--- config.mk ---
export PLATFORM = sky130hd
export DESIGN_NAME = mem_arbiter
export DESIGN_NICKNAME = d
export VERILOG_FILES = /design/src/rtl/mem_arb_pkg.sv /design/src/rtl/mem_arb_pick.sv /design/src/rtl/mem_arbiter.sv
export SDC_FILE = /design/constraint.sdc
export NUM_CORES = 1
export LEC_CHECK = 0
export ABC_CLOCK_PERIOD_IN_PS = 1800
export BUFFER_PORTS_ARGS = -buffer_cell sky130_fd_sc_hd__buf_4
export CORE_AREA = 4 4 145 147
export DETAILED_ROUTE_END_ITERATION = 12
export DIE_AREA = 0 0 149 151
export PLACE_DENSITY_LB_ADDON = 0.08
export SLEW_MARGIN = 25
export SYNTH_ARGS = -nofsm -noshare
export SYNTH_HDL_FRONTEND = slang
export SYNTH_SLANG_ARGS = --single-unit
--- constraint.sdc ---
create_clock -name clk -period 1.8 [get_ports clk]
set_input_delay 0.09 -clock clk [delete_from_list [all_inputs] [get_ports clk]]
set_output_delay 0.09 -clock clk [all_outputs]
set_load 0.005 [all_outputs]
--- src/rtl/mem_arb_pkg.sv ---
// mem_arb_pkg
// Shared types and defaults for the I/D main-memory arbiter.
//   state_e  : arbiter FSM states (IDLE, ACCESS, RESP)
//   owner_e  : which requester currently holds the memory (OWN_I, OWN_D)
//   ADDR_W_DEF / LINE_W_DEF : default word-address and line widths
//   LINE_OFS : word-offset bits dropped to form a line address
package mem_arb_pkg;

  localparam int ADDR_W_DEF = 16;
  localparam int LINE_W_DEF = 64;

  // A line holds 4 words, so the low 2 word-address bits select within it.
  localparam int LINE_OFS   = 2;

  typedef enum logic [1:0] {
    IDLE,
    ACCESS,
    RESP
  } state_e;

  typedef enum logic {
    OWN_I,
    OWN_D
  } owner_e;

endpackage

--- src/rtl/mem_arb_pick.sv ---
// mem_arb_pick
// Combinational grant selection for the memory arbiter.
// Ports:
//   i_req, d_req  : pending requests from the I- and D-side
//   starve_hit    : the D-side has won STARVE_MAX contests in a row
//   grant_valid   : some requester can be granted this cycle
//   grant_owner   : the requester that wins
module mem_arb_pick
  import mem_arb_pkg::*;
(
  input  logic   i_req,
  input  logic   d_req,
  input  logic   starve_hit,
  output logic   grant_valid,
  output owner_e grant_owner
);

  // D-side wins ties unless the I-side has been starved long enough.
  always_comb begin
    grant_valid = i_req | d_req;
    grant_owner = OWN_D;
    if (i_req && (!d_req || starve_hit)) begin
      grant_owner = OWN_I;
    end
  end

endmodule

--- src/rtl/mem_arbiter.sv ---
// mem_arbiter
// Shares one multi-cycle, line-wide main memory between the I-cache fill
// port and the D-cache fill/write-back port. One requester is served at a
// time; the D-side has priority, bounded so the I-side cannot starve.
// Ports:
//   clk, rst_n                      : clock, async active-low reset
//   i_req/i_addr/i_rdy/i_rd_data    : I-side line read handshake
//   d_req/d_we/d_addr/d_wr_data     : D-side line read / write-back request
//   d_rdy/d_rd_data                 : D-side completion pulse and line
//   mem_en/mem_we/mem_addr/
//   mem_wr_data                     : single-cycle command to memory
//   mem_rd_data/mem_rdy             : memory response
//   busy                            : a transaction is in flight
//   err                             : sticky memory timeout flag
module mem_arbiter
  import mem_arb_pkg::*;
#(
  parameter int ADDR_W     = ADDR_W_DEF,
  parameter int LINE_W     = LINE_W_DEF,
  parameter int STARVE_MAX = 4,
  parameter int TIMEOUT    = 64
) (
  input  logic                       clk,
  input  logic                       rst_n,
  input  logic                       i_req,
  input  logic [ADDR_W-1:0]          i_addr,
  output logic                       i_rdy,
  output logic [LINE_W-1:0]          i_rd_data,
  input  logic                       d_req,
  input  logic                       d_we,
  input  logic [ADDR_W-1:0]          d_addr,
  input  logic [LINE_W-1:0]          d_wr_data,
  output logic                       d_rdy,
  output logic [LINE_W-1:0]          d_rd_data,
  output logic                       mem_en,
  output logic                       mem_we,
  output logic [ADDR_W-LINE_OFS-1:0] mem_addr,
  output logic [LINE_W-1:0]          mem_wr_data,
  input  logic [LINE_W-1:0]          mem_rd_data,
  input  logic                       mem_rdy,
  output logic                       busy,
  output logic                       err
);

  localparam int SCNT_W = $clog2(STARVE_MAX + 1);
  localparam int TCNT_W = $clog2(TIMEOUT + 1);
  localparam int LADR_W = ADDR_W - LINE_OFS;

  state_e              state;
  state_e              state_nxt;
  owner_e              grant_owner;
  logic                grant_valid;
  logic                starve_hit;
  logic                take_grant;
  logic                timeout_hit;

  owner_e              lat_owner;
  logic                lat_we;
  logic [LADR_W-1:0]   lat_addr;
  logic [LINE_W-1:0]   lat_wdata;
  logic [LINE_W-1:0]   rd_buf;
  logic                cmd_first;
  logic [SCNT_W-1:0]   starve_cnt;
  logic [TCNT_W-1:0]   tcnt;
  logic                err_q;

  // Word-offset bits never reach memory; only whole lines move.
  logic                unused_addr_bits;
  assign unused_addr_bits = ^{i_addr[LINE_OFS-1:0], d_addr[LINE_OFS-1:0]};

  assign starve_hit = (starve_cnt == SCNT_W'(STARVE_MAX));

  mem_arb_pick u_pick (
    .i_req       (i_req),
    .d_req       (d_req),
    .starve_hit  (starve_hit),
    .grant_valid (grant_valid),
    .grant_owner (grant_owner)
  );

  always_ff @(posedge clk or negedge rst_n) begin
    if (!rst_n) begin
      state <= IDLE;
    end else begin
      state <= state_nxt;
    end
  end

  // Next state plus all externally visible strobes. Outputs depend only on
  // registered state, so they are glitch-free with respect to the inputs.
  always_comb begin
    state_nxt   = state;
    take_grant  = 1'b0;
    timeout_hit = 1'b0;
    mem_en      = 1'b0;
    i_rdy       = 1'b0;
    d_rdy       = 1'b0;
    busy        = (state != IDLE);
    case (state)
      IDLE: begin
        if (grant_valid) begin
          take_grant = 1'b1;
          state_nxt  = ACCESS;
        end
      end
      ACCESS: begin
        mem_en = cmd_first;
        if (mem_rdy) begin
          state_nxt = RESP;
        end else if (tcnt == TCNT_W'(TIMEOUT)) begin
          timeout_hit = 1'b1;
          state_nxt   = RESP;
        end
      end
      RESP: begin
        i_rdy     = (lat_owner == OWN_I);
        d_rdy     = (lat_owner == OWN_D);
        state_nxt = IDLE;
      end
      default: state_nxt = IDLE;
    endcase
  end

  // Grant latches, starvation/timeout counters and the response buffer.
  // Everything the memory sees is taken from the latches, so requester
  // inputs may change freely once the grant has been taken.
  always_ff @(posedge clk or negedge rst_n) begin
    if (!rst_n) begin
      lat_owner  <= OWN_I;
      lat_we     <= 1'b0;
      lat_addr   <= '0;
      lat_wdata  <= '0;
      rd_buf     <= '0;
      cmd_first  <= 1'b0;
      starve_cnt <= '0;
      tcnt       <= '0;
      err_q      <= 1'b0;
    end else if (take_grant) begin
      lat_owner <= grant_owner;
      cmd_first <= 1'b1;
      tcnt      <= '0;
      if (grant_owner == OWN_D) begin
        lat_we    <= d_we;
        lat_addr  <= d_addr[ADDR_W-1:LINE_OFS];
        lat_wdata <= d_wr_data;
      end else begin
        lat_we    <= 1'b0;
        lat_addr  <= i_addr[ADDR_W-1:LINE_OFS];
        lat_wdata <= '0;
      end
      // Only a D win over a waiting I-side counts toward starvation.
      if ((grant_owner == OWN_I) || !i_req) begin
        starve_cnt <= '0;
      end else if (!starve_hit) begin
        starve_cnt <= starve_cnt + SCNT_W'(1);
      end
    end else if (state == ACCESS) begin
      cmd_first <= 1'b0;
      if (mem_rdy) begin
        rd_buf <= mem_rd_data;
      end else if (timeout_hit) begin
        rd_buf <= '0;
        err_q  <= 1'b1;
      end else begin
        tcnt <= tcnt + TCNT_W'(1);
      end
    end
  end

  assign mem_we      = lat_we;
  assign mem_addr    = lat_addr;
  assign mem_wr_data = lat_wdata;
  assign i_rd_data   = rd_buf;
  assign d_rd_data   = rd_buf;
  assign err         = err_q;

endmodule
==> results.md <==
- Clk_skew: around 0.0074 ns
- Final core utilization: 0.607
- Overall Global Routing Usage: 0.209
- CP most frequent cell: buf_4
- Clock Sinks: ~160
- WL final: 24300 um
- Pwr/cell area: 1570 nW/um2
- Reg2reg setup slack: about 0.18 ns
- Cell variety after synth: 45
- Final Hold Violating Endpoints: 0
- Post-layout net count: ~1300
- CP Cell Sequence: nor2_4 -> buf_4 -> inv_1 -> buf_4
- 1st-iter DRT viols: between 300 and 400
- Class of the worst hold path: primary input to register
- RSZ-0062 raised after global routing: false
- HPWL after DPL: 16200 um
- Pin count of the biggest net entering global routing: 70
- Die height: between 150 and 200 um
- Reg clk slew, reported paths: roughly 0.060 ns
- Mapped Area: around 7400 um2
- Syn avg cell area: around 11 um2
- Fmax: between 0.5 and 0.6 GHz
- Critical path class: register to output pin
- # rows: 52
- First-pass GRT wire length: 37800 um
- Slew Limit Fails: 0
- Leakage: 5.79 nW
- Placed inst area: ~10000 um2
- CP Capture Type: output pin
- Number of synthesized flops with an enable pin: 0
- Total core area: roughly 20000 um2
- I/O Buffers: between 300 and 400
- Slew at the pin closest to its max-slew limit: about 0.56 ns
- Worst slew margin: 0.629
- Largest family of logic cells by synthesized area: compound AO/OA/AOI/OAI gates
- Worst-path fanout max: 12
- CP delay by family, top: buffers and inverters
- Worst path bufs/invs: 3
- Synth async-reset ratio: 1.00
- Worst setup margin: 0.117 ns
- Complex-gate fraction of the synthesized area: 0.256
- Die area: about 22000 um2
- Area of the multi-input gates: ~2600 um2
- Clock Root Buffer: clkbuf_16
- DRT Pass-1 Iters: 4
- Crit-path slowest cell: dfrtp_1
- Initial Util: 0.369
- Critical path launch point type: register
- RD Place Congestion: about 0.73
- Setup_tns: 0 ns
- Boundary Pins: ~380
- Vias in the first global route: approximately 7000
- Synth Area in XOR/XNOR: 0
- #FFs+latches synth: between 150 and 200
- Initial antenna violation count: 0
- Grt total ovfl: 0
- Synthesis Warnings: 0
- Post-Syn Instances: 670
- CTS Buf Count: 17
- Post-synth top flop: dfrtp_1
- Dpl cells: ~1200
- Share of cells above drive strength 1: 0.392
- Die width: 149 um
- Dpl ws: ~0.16 ns
- Area growth from synthesis to layout: 64.4%
- Vias/cell: between 4 and 5
- Worst-Skew Late Latency: between 0.4 and 0.5 ns
- Synth Area in Adders: 0.00681
- Highest cell delay on the worst timing path: just under 0.5 ns
- Via count: ~6800
- Max-cap viol count: 0
- # setup viols final: 0
- Outcome: finished, final reports clean
- Post-layout min period: about 1.7 ns
- Final cell count without fillers: between 1000 and 1500
- Post-Synth Simple-Gate Area: 0.0863
- Ant. Diodes: 0
- Worst EP required: about 1.7 ns
- Drt drc: 0
- CP arrival: about 1.6 ns
- Crit share post-route: 0.935
- Multiplexer share of the synthesized area: 0.00562
- Syn_nets: 840
- Design area: 12100 um2
- Wire per inst: 17.4 um
- CTS tree: built
- Max IR drop VDD: 0.818 mV
- Max clock buf depth: 2
- Post-route ant nets: 0
- # H-tree levels: 4
- Seq/Total Area, Yosys: 0.538
- Total area of sequential cells: approximately 4000 um2
- Number of fill cells: about 1700
-- stage by stage --
step                total power, mW  hold slack [ns]
floorplan                      10.9           -0.206
global placement               15.0           0.0317
detailed placement             15.1           0.0342
CTS                            19.1           0.0316
global route                   20.2           0.0541
finish                         18.9           0.0511
-- tightest hold or removal path, stage by stage --
cell and delay [ns]:
buf_4 0.11, nand2_1 0.05, o211a_1 0.12, a21oi_1 0.06
-- cell families after synthesis --
kind of cell    after synthesis
compound gates              272
fa+ha+maj                     4
buf+inv                     127
flops                       158
mux                           4
simple gates                105
-- power breakdown --
part	switching (mW)	internal (mW)	total (mW)
combinational	3.49	5.05	8.54
clock	1.49	2.13	3.62
sequential	1.51	5.25	6.76
-- layout make-up --
type                            count  area share
Timing Repair Buffer              543       0.377
Sequential cell                   158       0.327
Multi-Input combinational cell    385       0.216
Clock buffer                       20      0.0378
Tap cell                          270      0.0280
Clock inverter                     12      0.0112
Inverter                            7     0.00217
-- path summary, 6_finish.rpt --
kind | start | endpoint | depth (start not counted)
max | state[0] | busy | 4
min | i_addr[15] | mem_addr[13] | 4
max reg2reg | tcnt[4] | d_rd_data[17] | 4
min reg2reg | err | err | 1
max in group asynchronous | rst_n | state[1] | 3
min in group asynchronous | rst_n | d_rd_data[25] | 2
-- per-layer routing --
layer | global-route usage | vias up | wire length, um
li1 | - | 3247 | -
met1 | 0.268 | 3277 | 9960
met2 | 0.338 | 264 | 11700
met3 | 0.0688 | 32 | 2130
met4 | 0.0664 | 0 | 464
met5 | 0 | - | 0
-- flip-flops by register name (all words and copies together), names as in the netlist, 2 cells and up --
name and count:
mem_addr 14, starve_cnt 3, d_rd_data 64, tcnt 7
state 2, mem_wr_data 64
-- Yosys cell counts, drive strengths merged, types with 4 or more instances --
library cell / n / area [um2]
o21ai: 84 / 424
a22o: 65 / 569
o211a: 14 / 140
nor2: 5 / 33.8
ha: 4 / 50.1
a21oi: 31 / 155
buf: 93 / 657
nand2b: 65 / 407
nand2: 19 / 73.8
clkbuf: 27 / 105
dfrtp: 158 / 3950
inv: 7 / 26.3
a22oi: 65 / 488
-- cell usage in the layout, fill, tap and decap left out, drive strengths merged, types with 5 or more instances in the layout --
cell           n
dfrtp        158
dlygate4sd3  146
buf          397
nand2b        65
clkbuf        20
nand2         19
a21oi         31
nor2           5
o21ai         84
o211a         14
inv           10
a22oi         65
a22o          65
-- timing repair --
item | in CTS | in global routing
gates resized for setup | 0 | 1
endpoints found under the hold margin | 264 | 0
setup endpoints to repair | 0 | 1
setup buffers | 0 | 0
hold buffers | 146 | 0
Note: power is estimated with default switching activity, not from simulation.
